[config.mk]
export PLATFORM = sky130hd
export DESIGN_NAME = cv32e40p_apu_wb_buffer
export DESIGN_NICKNAME = d
export VERILOG_FILES = /design/src/rtl/cv32e40p_apu_wb_buffer_pkg.sv /design/src/rtl/cv32e40p_apu_wb_buffer.sv
export SDC_FILE = /design/constraint.sdc
export NUM_CORES = 1
export LEC_CHECK = 0
export ABC_CLOCK_PERIOD_IN_PS = 3600
export BUFFER_PORTS_ARGS = -buffer_cell sky130_fd_sc_hd__buf_2
export CORE_MARGIN = 2
export CORE_UTILIZATION = 40
export CTS_CLUSTER_DIAMETER = 40
export CTS_CLUSTER_SIZE = 24
export DETAILED_ROUTE_END_ITERATION = 16
export PLACE_DENSITY = 0.73
export SYNTH_ARGS = -nofsm -noshare
export SYNTH_HDL_FRONTEND = slang
export SYNTH_SLANG_ARGS = --single-unit
[constraint.sdc]
create_clock -name clk -period 3.6 [get_ports clk]
set_input_delay 0.54 -clock clk [delete_from_list [all_inputs] [get_ports clk]]
set_output_delay 0.54 -clock clk [all_outputs]
set_load 0.005 [all_outputs]
[src/rtl/cv32e40p_apu_wb_buffer_pkg.sv]
// Shared types and sizing for the APU writeback result buffer.
package cv32e40p_apu_wb_buffer_pkg;

    localparam int unsigned APU_WB_DEPTH  = 2;
    localparam int unsigned APU_WB_ADDR_W = 6;
    localparam int unsigned APU_WB_DATA_W = 32;
    localparam int unsigned APU_WB_FLAG_W = 5;

    // One parked APU result: destination, data and fflags.
    typedef struct packed {
        logic [5:0]  waddr;
        logic [31:0] data;
        logic [4:0]  flags;
    } apu_wb_entry_t;

endpackage

[src/rtl/cv32e40p_apu_wb_buffer.sv]
// Parks APU results that collide with an LSU writeback and drains them in arrival
// order when the port is free; flags ID-stage reads of still-parked destinations.
module cv32e40p_apu_wb_buffer
    import cv32e40p_apu_wb_buffer_pkg::*;
#(
    parameter int unsigned DEPTH         = APU_WB_DEPTH,
    parameter int unsigned ADDR_WIDTH    = APU_WB_ADDR_W,
    parameter int unsigned DATA_WIDTH    = APU_WB_DATA_W,
    parameter int unsigned FLAG_WIDTH    = APU_WB_FLAG_W,
    parameter bit          OVF_ASSERT_EN = 1'b1
) (
    input  logic                       clk,
    input  logic                       rst_n,
    input  logic                       apu_rvalid_i,
    input  logic [ADDR_WIDTH-1:0]      apu_waddr_i,
    input  logic [DATA_WIDTH-1:0]      apu_result_i,
    input  logic [FLAG_WIDTH-1:0]      apu_flags_i,
    input  logic                       lsu_we_i,
    input  logic [2:0][ADDR_WIDTH-1:0] rd_addr_i,
    input  logic [2:0]                 rd_valid_i,
    output logic                       wb_we_o,
    output logic [ADDR_WIDTH-1:0]      wb_waddr_o,
    output logic [DATA_WIDTH-1:0]      wb_wdata_o,
    output logic                       fflags_we_o,
    output logic [FLAG_WIDTH-1:0]      fflags_o,
    output logic                       full_o,
    output logic                       empty_o,
    output logic                       read_dep_o,
    output logic                       overflow_o
);

    localparam int unsigned PTR_W = (DEPTH > 1) ? $clog2(DEPTH) : 1;
    localparam int unsigned CNT_W = $clog2(DEPTH) + 1;

    apu_wb_entry_t    r_mem [DEPTH];
    logic [PTR_W-1:0] r_wr_ptr;
    logic [PTR_W-1:0] r_rd_ptr;
    logic [CNT_W-1:0] r_count;
    logic             r_overflow;

    logic          w_empty;
    logic          w_full;
    logic          w_bypass;
    logic          w_pop;
    logic          w_push;
    logic          w_drop;
    logic          w_store;
    apu_wb_entry_t w_head;
    apu_wb_entry_t w_new;

    function automatic logic [PTR_W-1:0] ptr_inc(input logic [PTR_W-1:0] p);
        return (p == PTR_W'(DEPTH - 1)) ? '0 : p + PTR_W'(1);
    endfunction

    assign w_empty  = (r_count == '0);
    assign w_full   = (r_count == CNT_W'(DEPTH));
    assign w_bypass = apu_rvalid_i & w_empty & ~lsu_we_i;
    assign w_pop    = ~w_empty & ~lsu_we_i;
    assign w_push   = apu_rvalid_i & ~w_bypass;
    // A push while full is only legal when the head leaves in the same cycle.
    assign w_drop   = w_push & w_full & ~w_pop;
    assign w_store  = w_push & ~w_drop;

    assign w_head = r_mem[r_rd_ptr];
    assign w_new  = '{waddr: apu_waddr_i, data: apu_result_i, flags: apu_flags_i};

    assign full_o     = w_full;
    assign empty_o    = w_empty;
    assign overflow_o = r_overflow;

    // Write-port mux: bypass when nothing is parked, otherwise the head drains first.
    always_comb begin
        wb_we_o     = 1'b0;
        wb_waddr_o  = '0;
        wb_wdata_o  = '0;
        fflags_we_o = 1'b0;
        fflags_o    = '0;
        read_dep_o  = 1'b0;
        if (w_bypass) begin
            wb_we_o     = 1'b1;
            wb_waddr_o  = apu_waddr_i;
            wb_wdata_o  = apu_result_i;
            fflags_we_o = 1'b1;
            fflags_o    = apu_flags_i;
        end else if (w_pop) begin
            wb_we_o     = 1'b1;
            wb_waddr_o  = w_head.waddr;
            wb_wdata_o  = w_head.data;
            fflags_we_o = 1'b1;
            fflags_o    = w_head.flags;
        end
        // An entry is live when its distance from the read pointer is below the count.
        for (int unsigned i = 0; i < DEPTH; i++) begin
            for (int unsigned p = 0; p < 3; p++) begin
                if ((CNT_W'(PTR_W'(PTR_W'(i) - r_rd_ptr)) < r_count) && rd_valid_i[p]
                    && (r_mem[i].waddr == rd_addr_i[p])) begin
                    read_dep_o = 1'b1;
                end
            end
        end
    end

    always_ff @(posedge clk or negedge rst_n) begin
        if (!rst_n) begin
            r_wr_ptr   <= '0;
            r_rd_ptr   <= '0;
            r_count    <= '0;
            r_overflow <= 1'b0;
        end else begin
            if (w_store) begin
                r_mem[r_wr_ptr] <= w_new;
                r_wr_ptr        <= ptr_inc(r_wr_ptr);
            end
            if (w_pop) begin
                r_rd_ptr <= ptr_inc(r_rd_ptr);
            end
            case ({w_store, w_pop})
                2'b10:   r_count <= r_count + CNT_W'(1);
                2'b01:   r_count <= r_count - CNT_W'(1);
                default: r_count <= r_count;
            endcase
            if (w_drop) begin
                r_overflow <= 1'b1;
            end
        end
    end

    a_no_drop: assert property (@(posedge clk) disable iff (!rst_n) !(OVF_ASSERT_EN && w_drop))
        else $error("apu_wb_buffer: APU result dropped while full");

endmodule

* Word level (Yosys, flattened, before mapping)
Memory sizes are Yosys's and may differ from the RTL's.
Index checks and enable logic that the tools add are counted.
** Word-level totals
- Bits of input ports :: 68
- Memories :: 1
- RAM bits :: 86
- Bits in latches :: 0
- Logic and storage cells :: 68
- Register bits after elaboration :: 5
- Bits in read-only memories :: 0
- Output and inout bits :: 49
** Memory list
- r_mem :: words 2, bits a word 43, read ports 3, clocked after Yosys merged registers in 0, wr ports 1, RTL line cv32e40p_apu_wb_buffer.sv:35 : apu_wb_entry_t r_mem [DEPTH];
** Cells by class
- Add/sub/neg operators :: 6
- Div/mod/pow operators :: 0
- Bitwise operators :: 12
- $mul :: 0
- Mux-type cells :: 19
- Equality and inequality tests :: 9
- Magnitude comparators :: 2
- Reduce and logical (&&, ||, !) cells :: 15
- Shifts and indexed selects :: 0
** Operators with widths (number)
- two-way mux 32 bit :: 2
- == test 6 bit :: 6
- logical AND 1 bit :: 13
- two-way mux 1 bit :: 12
- two-way mux 6 bit :: 2
- two-way mux 5 bit :: 2
- bitwise AND 1 bit :: 7
- NOT 1 bit :: 5
- == test 2 bit, second input constant :: 2
- less-than comparator 1 x 2 -> 1 bit :: 2
- case mux 2 bit (2 select lines) :: 1
- adder 1 bit, second input constant :: 2
- adder 2 x 1 -> 2 bit, second input constant :: 1
- == test 2 x 1 -> 1 bit, second input constant :: 1
- logical NOT 2 bit :: 1
- nonzero test 2 bit :: 1
- subtractor 1 bit, first input constant :: 2
- subtractor 2 x 1 -> 2 bit, second input constant :: 1

* Depth between registers and ports, before layout
Gate-level depths: netlist (run 1).
- Depth in word-level cells :: 12
- Mapped depth :: 6
- Depth with buffers taken out :: 5

* Worst setup path before layout (run 1)
No wires, ideal clock.
- Path kind :: in2reg
- From :: input lsu_we_i
- To :: memory r_mem[0][0] in the netlist's numbering, enable pin
- Setup slack :: 0.348 ns
- Library setup time :: 0.443 ns
- Cell stages on the path :: 4
- Data arrival time :: 2.808 ns
- Path buffers :: 1
- Data required time :: 3.157 ns
- Cell sequence :: buf_2 > xor2_1 > o211ai_1 > nor2_1
** On the way
- Word-level cells in the longest chain between the ends :: 11
- Elaborated cells between the ends (all ways) :: 13
- Classes of those cells :: mux (2); bitwise (10); reduce/logical (1)
** RTL lines
- start: declaration :: RTL line cv32e40p_apu_wb_buffer.sv:18 : input logic lsu_we_i,
- NOT 1 bit (*) :: RTL line cv32e40p_apu_wb_buffer.sv:57, cv32e40p_apu_wb_buffer.sv:58
- bitwise AND 1 bit :: RTL line cv32e40p_apu_wb_buffer.sv:57 : assign w_bypass = apu_rvalid_i & w_empty & ~lsu_we_i;
- NOT 1 bit :: RTL line cv32e40p_apu_wb_buffer.sv:59 : assign w_push = apu_rvalid_i & ~w_bypass;
- bitwise AND 1 bit :: RTL line cv32e40p_apu_wb_buffer.sv:59
- bitwise AND 1 bit (2 in series) :: RTL line cv32e40p_apu_wb_buffer.sv:61 : assign w_drop = w_push & w_full & ~w_pop;
- NOT 1 bit :: RTL line cv32e40p_apu_wb_buffer.sv:62 : assign w_store = w_push & ~w_drop;
- bitwise AND 1 bit (*) :: RTL line cv32e40p_apu_wb_buffer.sv:62
- two-way mux 1 bit (*) :: RTL line cv32e40p_apu_wb_buffer.sv:110 : if (w_store) begin
- logical AND 1 bit (implied by the code) (*) :: RTL line cv32e40p_apu_wb_buffer.sv:111 : r_mem[r_wr_ptr] <= w_new;
- two-way mux 1 bit (implied by the code) (*) :: RTL line cv32e40p_apu_wb_buffer.sv:111
- end: declaration :: RTL line cv32e40p_apu_wb_buffer.sv:35
Every way passes the cells marked *; elsewhere a longest branch is shown, timed or not.

* Final worst setup path (run 1)
- From :: register r_count[1]
- To :: output wb_wdata_o[8]
** On the way
- Word-level cells in the longest chain between the ends :: 5
- Elaborated cells between the ends (all ways) :: 7
- Classes of those cells :: mux (2); bitwise (4); reduce/logical (1)
** RTL lines
- start: declaration :: RTL line cv32e40p_apu_wb_buffer.sv:38 : logic [CNT_W-1:0] r_count;
- start signal: assignment :: RTL line cv32e40p_apu_wb_buffer.sv:118 : 2'b10: r_count <= r_count + CNT_W'(1);
- start signal: assignment :: RTL line cv32e40p_apu_wb_buffer.sv:119 : 2'b01: r_count <= r_count - CNT_W'(1);
- start signal: assignment :: RTL line cv32e40p_apu_wb_buffer.sv:120 : default: r_count <= r_count;
- logical NOT 2 bit (*) :: RTL line cv32e40p_apu_wb_buffer.sv:55 : assign w_empty = (r_count == '0);
- NOT 1 bit :: RTL line cv32e40p_apu_wb_buffer.sv:58 : assign w_pop = ~w_empty & ~lsu_we_i;
- bitwise AND 1 bit :: RTL line cv32e40p_apu_wb_buffer.sv:58
- two-way mux 32 bit :: RTL line cv32e40p_apu_wb_buffer.sv:85 : end else if (w_pop) begin
- two-way mux 32 bit (*) :: RTL line cv32e40p_apu_wb_buffer.sv:79 : if (w_bypass) begin
- end: declaration :: RTL line cv32e40p_apu_wb_buffer.sv:23 : output logic [DATA_WIDTH-1:0] wb_wdata_o,
Marked as above.

==> results of run 1 <==
==> state kept, by name, indices dropped and copies added (netlist names) <==
signal	flops
overflow_o	1
r_mem	86
r_wr_ptr	1
r_count	2
r_rd_ptr	1
==> cells in the mapped netlist, types with 2 or more instances <==
library cell / n / area share, %
edfxtp_1: 86 / 59
nor2b_1: 2 / 0.28
inv_1: 2 / 0.17
xnor2_1: 20 / 4.0
buf_2: 8 / 0.91
a211oi_1: 3 / 0.51
o21ai_0: 7 / 0.80
o21ai_2: 40 / 8.0
buf_4: 5 / 0.85
nand2_1: 42 / 3.6
buf_6: 5 / 1.3
dfrtp_1: 5 / 2.8
xor2_1: 19 / 3.8
nand4_1: 6 / 0.85
mux2i_1: 43 / 9.8
a21oi_1: 3 / 0.34
nor2_1: 3 / 0.26
nor4_1: 6 / 0.85
==> metrics by stage <==
step                std cells  utilization (%)  setup WS, ns  total power (W)
floorplan                 316                -         0.348          0.00195
global placement          559             47.3         0.817          0.00222
detailed placement        559             47.3         0.778          0.00224
CTS                       576             49.6         0.433          0.00304
global route              576             49.6         0.276          0.00317
finish                    576             49.6         0.509          0.00300
==> power breakdown <==
| group | internal, W | total, W | switching [W] |
|---|---|---|---|
| registers | 0.00128 | 0.00140 | 0.000122 |
| logic | 0.000385 | 0.000793 | 0.000407 |
| clock network | 0.000458 | 0.000802 | 0.000344 |
| total | 0.00213 | 0.00300 | 0.000873 |
==> worst max-delay path: cells and delay by family, from the launching register on <==
kind | cells | cell delay (ns)
AO/OA/AOI/OAI | 1 | 0.09
buffers and inverters | 2 | 0.53
flip-flops | 1 | 0.51
AND/OR/NAND/NOR | 2 | 1.04
==> worst max-delay path by stage <==
| stage | start | end | slack [ns] | cells past startpoint |
|---|---|---|---|---|
| 6_report | r_count[1] | wb_wdata_o[8] | 0.51 | 5 |
| 5_1_grt | r_count[0] | wb_wdata_o[9] | 0.28 | 5 |
| 4_1_cts | r_count[1] | fflags_o[0] | 0.43 | 5 |
| 3_5_place_dp | lsu_we_i | fflags_o[0] | 0.78 | 5 |
| 3_3_place_gp | lsu_we_i | wb_wdata_o[10] | 0.82 | 5 |
| 2_1_floorplan | lsu_we_i | r_mem[0][0] | 0.35 | 4 |
==> final cells by class <==
type                    count  share of cell area (%)
repair buffers            122                    12.4
well taps                 140                    3.27
clock inverters             7                    2.17
clock buffers               9                    2.31
multi-input cells         204                    29.0
inverters                   3                   0.210
flip-flops and latches     91                    50.6
==> cell families after synthesis <==
family,after synthesis
DFF,91
and+or+nand+nor,66
AOI/OAI and AO/OA,56
muxes,43
xor gates and xnor gates,39
buffers and inverters,21
==> timing repair <==
item                                    4_1_cts  5_1_grt
endpoints found under the setup margin        0        0
setup buffers                                 0        0
endpoints found under the hold margin         5        0
hold buffers                                  1        0
==> per-layer routing <==
layer	share of wire, %	wire [µm]	vias to the layer above	track usage (%)
li1	-	-	1400	-
met1	43	3920	1386	20.2
met2	50	4580	85	27.6
met3	5.3	479	11	3.05
met4	1.4	125	0	5.22
met5	0	0	-	0
==> results.json, run 1 <==
{
  "status": "complete, no violations",
  "fin_worst_skew_ns": 0.00736,
  "fin_tns_setup_ns": 0,
  "antenna_found_initial": 0,
  "drv_slew": 0,
  "synth_top_family_by_area": "compound AO/OA/AOI/OAI gates",
  "cts_made_buffers": 9,
  "grt-ovfl-total": 0,
  "die_w_um": 109,
  "slew-limit-headroom_pct": 32.8,
  "cts_root_buf": "clkbuf_8",
  "cap_viol_max_count": 0,
  "finalCriticalPeriod_ns": 3.09,
  "holdPathEnd": "r_mem[0][25]",
  "drt_wl_total_mm": 9.11,
  "drc_errors": 0,
  "gp_congestion": 0.861,
  "timing_worst_slew_pin_value_ns": 1.01,
  "drtPass1Iterations": 4,
  "async_flop_share_pct": 5.49,
  "power_density_nw_per_um2": 560,
  "layout-drive-gt1-share_pct": 42.7,
  "layout_commonest_cell": "buf_2",
  "cts_resized": 0,
  "wl_per_cell_um": 15.8,
  "syn_area_um2": 4390,
  "viasPerCell": 5.00,
  "n_antenna_cell": 0,
  "final_area_um2": 5360,
  "fin_crit_sh_pct": 85.9,
  "r2r-end": "r_mem[1][4]",
  "rows": 38,
  "muxShareOfSynthArea_pct": 9.80,
  "die-area_um2": 11800,
  "final_nets": 499,
  "port_buffers": 116,
  "dpl_cell_area_um2": 5110,
  "worstSkewPairLatency_ns": 0.35,
  "path_cells": "nor2_2 > or2_2 > buf_4 > o21ai_2 > buf_2",
  "cts.reportedPaths.clkPinSlew_ns": 0.09,
  "drt.antenna.violating_nets": 0,
  "worstSetupPathType": "reg2out",
  "ys_seq_elements": 91,
  "p_leak_nw": 2.11,
  "holdPathStages": 1,
  "ys_seq_area_share_pct": 61.6,
  "r2r_start": "r_count[1]",
  "cts_tree": "yes",
  "synth_compound_area_share_pct": 10.2,
  "synth_edf_count": 86,
  "fp.dieH_um": 109,
  "boundaryPins": 117,
  "hp-class": "in2reg",
  "max_freq_mhz": 323,
  "regArea_um2": 2710,
  "cts.sinks": 91,
  "r2r_cells": 4,
  "syn_to_final_growth_pct": 21.9,
  "fill_cells": 948,
  "hold_path_startpoint": "apu_result_i[20]",
  "multi_input_area_um2": 1560,
  "rsz0062_at_grt": "no",
  "dr.first_iter.drc_count": 153,
  "yosysWarnings": 0,
  "worstSetupStartpointType": "flip-flop",
  "clockBufferDepth": 2,
  "crit_required_ns": 3.06,
  "whs_ns": 0.383,
  "final_cell_mix": "116 x buf_2, 86 x edfxtp_1, 43 x mux2i_1, 42 x nand2_1, 40 x o21ai_2",
  "synth_cell_type_count": 29,
  "crit_path_end_kind": "output pin",
  "cp_slowest_cell": "or2_2",
  "syn_inst": 316,
  "critPathMaxFanout": 32,
  "grt_use_total_pct": 16.0,
  "yosys.area_share.adder_pct": 0,
  "slowest_delay_ns": 0.81,
  "syn_nets": 384,
  "synth_xor_area_share_pct": 7.78,
  "irDropWorstVdd_uv": 325,
  "worstPathArrival_ns": 2.55,
  "start_util_pct": 40.7,
  "rrSetupSlack_ns": 1.38,
  "dpl.hpwl_mm": 6.26,
  "synthSimpleGateAreaFrac_pct": 7.29,
  "finalSetupViolCount": 0,
  "first_global_vias": 2907,
  "core-area_um2": 10800,
  "syn_area_per_cell_um2": 13.9,
  "grt_max_degree": 44,
  "synth_ff_type": "edfxtp_1",
  "vias": 2882,
  "cts.htree.levels": 3,
  "hold_viol": 0,
  "grt_pass1_wl_mm": 14.2
}
(Power assumes the default switching activity.)
==> inputs of run 2 (changes only) <==
--- a/config.mk
+++ b/config.mk
@@ -12,7 +12,7 @@
 export CTS_CLUSTER_DIAMETER = 40
 export CTS_CLUSTER_SIZE = 24
 export DETAILED_ROUTE_END_ITERATION = 16
-export PLACE_DENSITY = 0.73
+export GPL_ROUTABILITY_DRIVEN = 0
 export SYNTH_ARGS = -nofsm -noshare
 export SYNTH_HDL_FRONTEND = slang
 export SYNTH_SLANG_ARGS = --single-unit
==> results.json, run 2 (synthesized netlist as in run 1, its figures left out) <==
{
  "cts_tree": "yes",
  "crit_required_ns": 3.06,
  "cts_root_buf": "clkbuf_8",
  "drv_slew": 0,
  "rrSetupSlack_ns": 1.60,
  "switchingPower_w": 0.000855,
  "rsz0062_at_grt": "no",
  "power_density_nw_per_um2": 525,
  "worstSetupPathType": "reg2out",
  "drt_wl_total_mm": 9.34,
  "die_w_um": 109,
  "clockBufferDepth": 2,
  "n_antenna_cell": 0,
  "fin_tns_setup_ns": 0,
  "critPathMaxFanout": 25,
  "layout_commonest_cell": "buf_2",
  "crit_path_end_kind": "output pin",
  "final_nets": 500,
  "max_freq_mhz": 354,
  "port_buffers": 116,
  "final_cell_mix": "116 x buf_2, 86 x edfxtp_1, 43 x mux2i_1, 42 x nand2_1, 40 x o21ai_2",
  "r2r-end": "r_mem[0][31]",
  "fin_worst_skew_ns": 0.00483,
  "antenna_found_initial": 0,
  "finalCriticalPeriod_ns": 2.83,
  "internal_power_w": 0.00190,
  "rows": 38,
  "cts_made_buffers": 9,
  "status": "complete, no violations",
  "boundaryPins": 117,
  "grt_max_degree": 44,
  "cts.htree.levels": 3,
  "core-area_um2": 10800,
  "cp_slowest_cell": "or2_2",
  "cts_resized": 0,
  "first_global_vias": 2830,
  "cts.reportedPaths.clkPinSlew_ns": 0.08,
  "slowest_delay_ns": 0.59,
  "dr.first_iter.drc_count": 120,
  "irDropWorstVdd_uv": 254,
  "layout-drive-gt1-share_pct": 41.6,
  "start_util_pct": 40.7,
  "dpl.hpwl_mm": 6.14,
  "largest_reg_flops": 86,
  "fin_crit_sh_pct": 78.5,
  "dp_slack_ns": 1.01,
  "r2r_start": "r_count[1]",
  "timing_worst_slew_pin_value_ns": 0.772,
  "worstSetupStartpointType": "flip-flop",
  "path_cells": "nor2_2 > or2_2 > buf_12 > o21ai_0 > buf_2",
  "wl_per_cell_um": 16.2,
  "p_comb_share_pct": 28.1,
  "grt_use_total_pct": 16.2,
  "p_leak_nw": 2.07,
  "fp.dieH_um": 109,
  "cap_viol_max_count": 0,
  "p_clk_share_pct": 20.6,
  "finalSetupViolCount": 0,
  "largest-register": "r_mem",
  "grt-ovfl-total": 0,
  "hold_viol": 0,
  "drt.antenna.violating_nets": 0,
  "final_area_um2": 5250,
  "drtPass1Iterations": 5,
  "grt_pass1_wl_mm": 14.4,
  "cp-startpoint": "r_count[1]",
  "viasPerCell": 4.97,
  "slew-limit-headroom_pct": 48.6,
  "sw_frac_of_total_pct": 31.1,
  "syn_to_final_growth_pct": 19.5,
  "worstSkewPairLatency_ns": 0.34,
  "vias": 2867,
  "post_cts_buffers": 0,
  "endpoint": "fflags_o[4]",
  "worst_slack_ns": 0.774,
  "drc_errors": 0,
  "dpl_cell_area_um2": 5090,
  "hp-class": "in2reg",
  "cts.sinks": 91,
  "top_regs": "r_mem: 86 flops, r_count: 2 flops",
  "pwr-share-seq_pct": 51.3,
  "worstPathArrival_ns": 2.29,
  "die-area_um2": 11800,
  "r2r_cells": 4
}
run 2: changes by cell type in the layout (fill, tap and decap cells not counted), sizes merged:
cell / change
clkinv: +4
bufinv: -3
clkinvlp: -3
clkbuf: +2
buf: +1
run 2: power groups by stage:
stage	registers (W)	logic, W	clock network [W]
floorplan	0.00135	0.000601	0
global placement	0.00144	0.000782	0
detailed placement	0.00144	0.000789	0
CTS	0.00141	0.000794	0.000594
global route	0.00143	0.000854	0.000636
finish	0.00141	0.000775	0.000567
run 2: area by class of cell:
| type | instances | area, µm² |
|---|---|---|
| clock buffers | 11 | 131 |
| clock inverters | 5 | 20.0 |
| fillers | 974 | 5540 |
| inverters | 3 | 11.3 |
| multi-input cells | 204 | 1560 |
| flip-flops and latches | 91 | 2710 |
| well taps | 140 | 175 |
| repair buffers | 123 | 648 |
run 2: repair_timing:
item / 4_1_cts / 5_1_grt
endpoints found under the hold margin: 5 / 0
endpoints found under the setup margin: 0 / 0
hold buffers: 1 / 0
run 2: metrics by stage:
step                util [%]  hold slack, ns  total power [W]  std cells
CTS                     48.6           0.367          0.00280        577
finish                  48.6           0.394          0.00275        577
detailed placement      47.1           0.371          0.00223        560
global placement        47.1           0.368          0.00222        560
global route            48.6           0.372          0.00292        577
floorplan                  -           0.244          0.00195        316
run 2: critical path, delay by kind of cell (launching register included):
kind	cells	cell delay, ns
flip-flops	1	0.50
buffers and inverters	2	0.45
AO/OA/AOI/OAI	1	0.15
AND/OR/NAND/NOR	2	0.82
run 2: how the worst min path moves through the flow:
stage	start	cells past startpoint	slack, ns	endpoint
after detailed placement	rst_n	1	0.37	overflow_o
after global placement	rst_n	1	0.37	r_count[0]
final	apu_result_i[30]	1	0.39	r_mem[1][35]
after floorplan	rst_n	0	0.24	overflow_o
after global routing	apu_result_i[25]	1	0.37	r_mem[1][30]
after CTS	apu_result_i[30]	1	0.37	r_mem[1][35]
run 2: per-layer routing:
layer  vias to the layer above  GRT usage, %  wire length, µm  part of all wire [%]
li1                       1404             -                -                     -
met1                      1376          21.8             4220                    45
met2                        75          26.2             4560                    49
met3                        12          3.35              441                   4.7
met4                         0          5.49              121                   1.3
met5                         -             0                0                     0
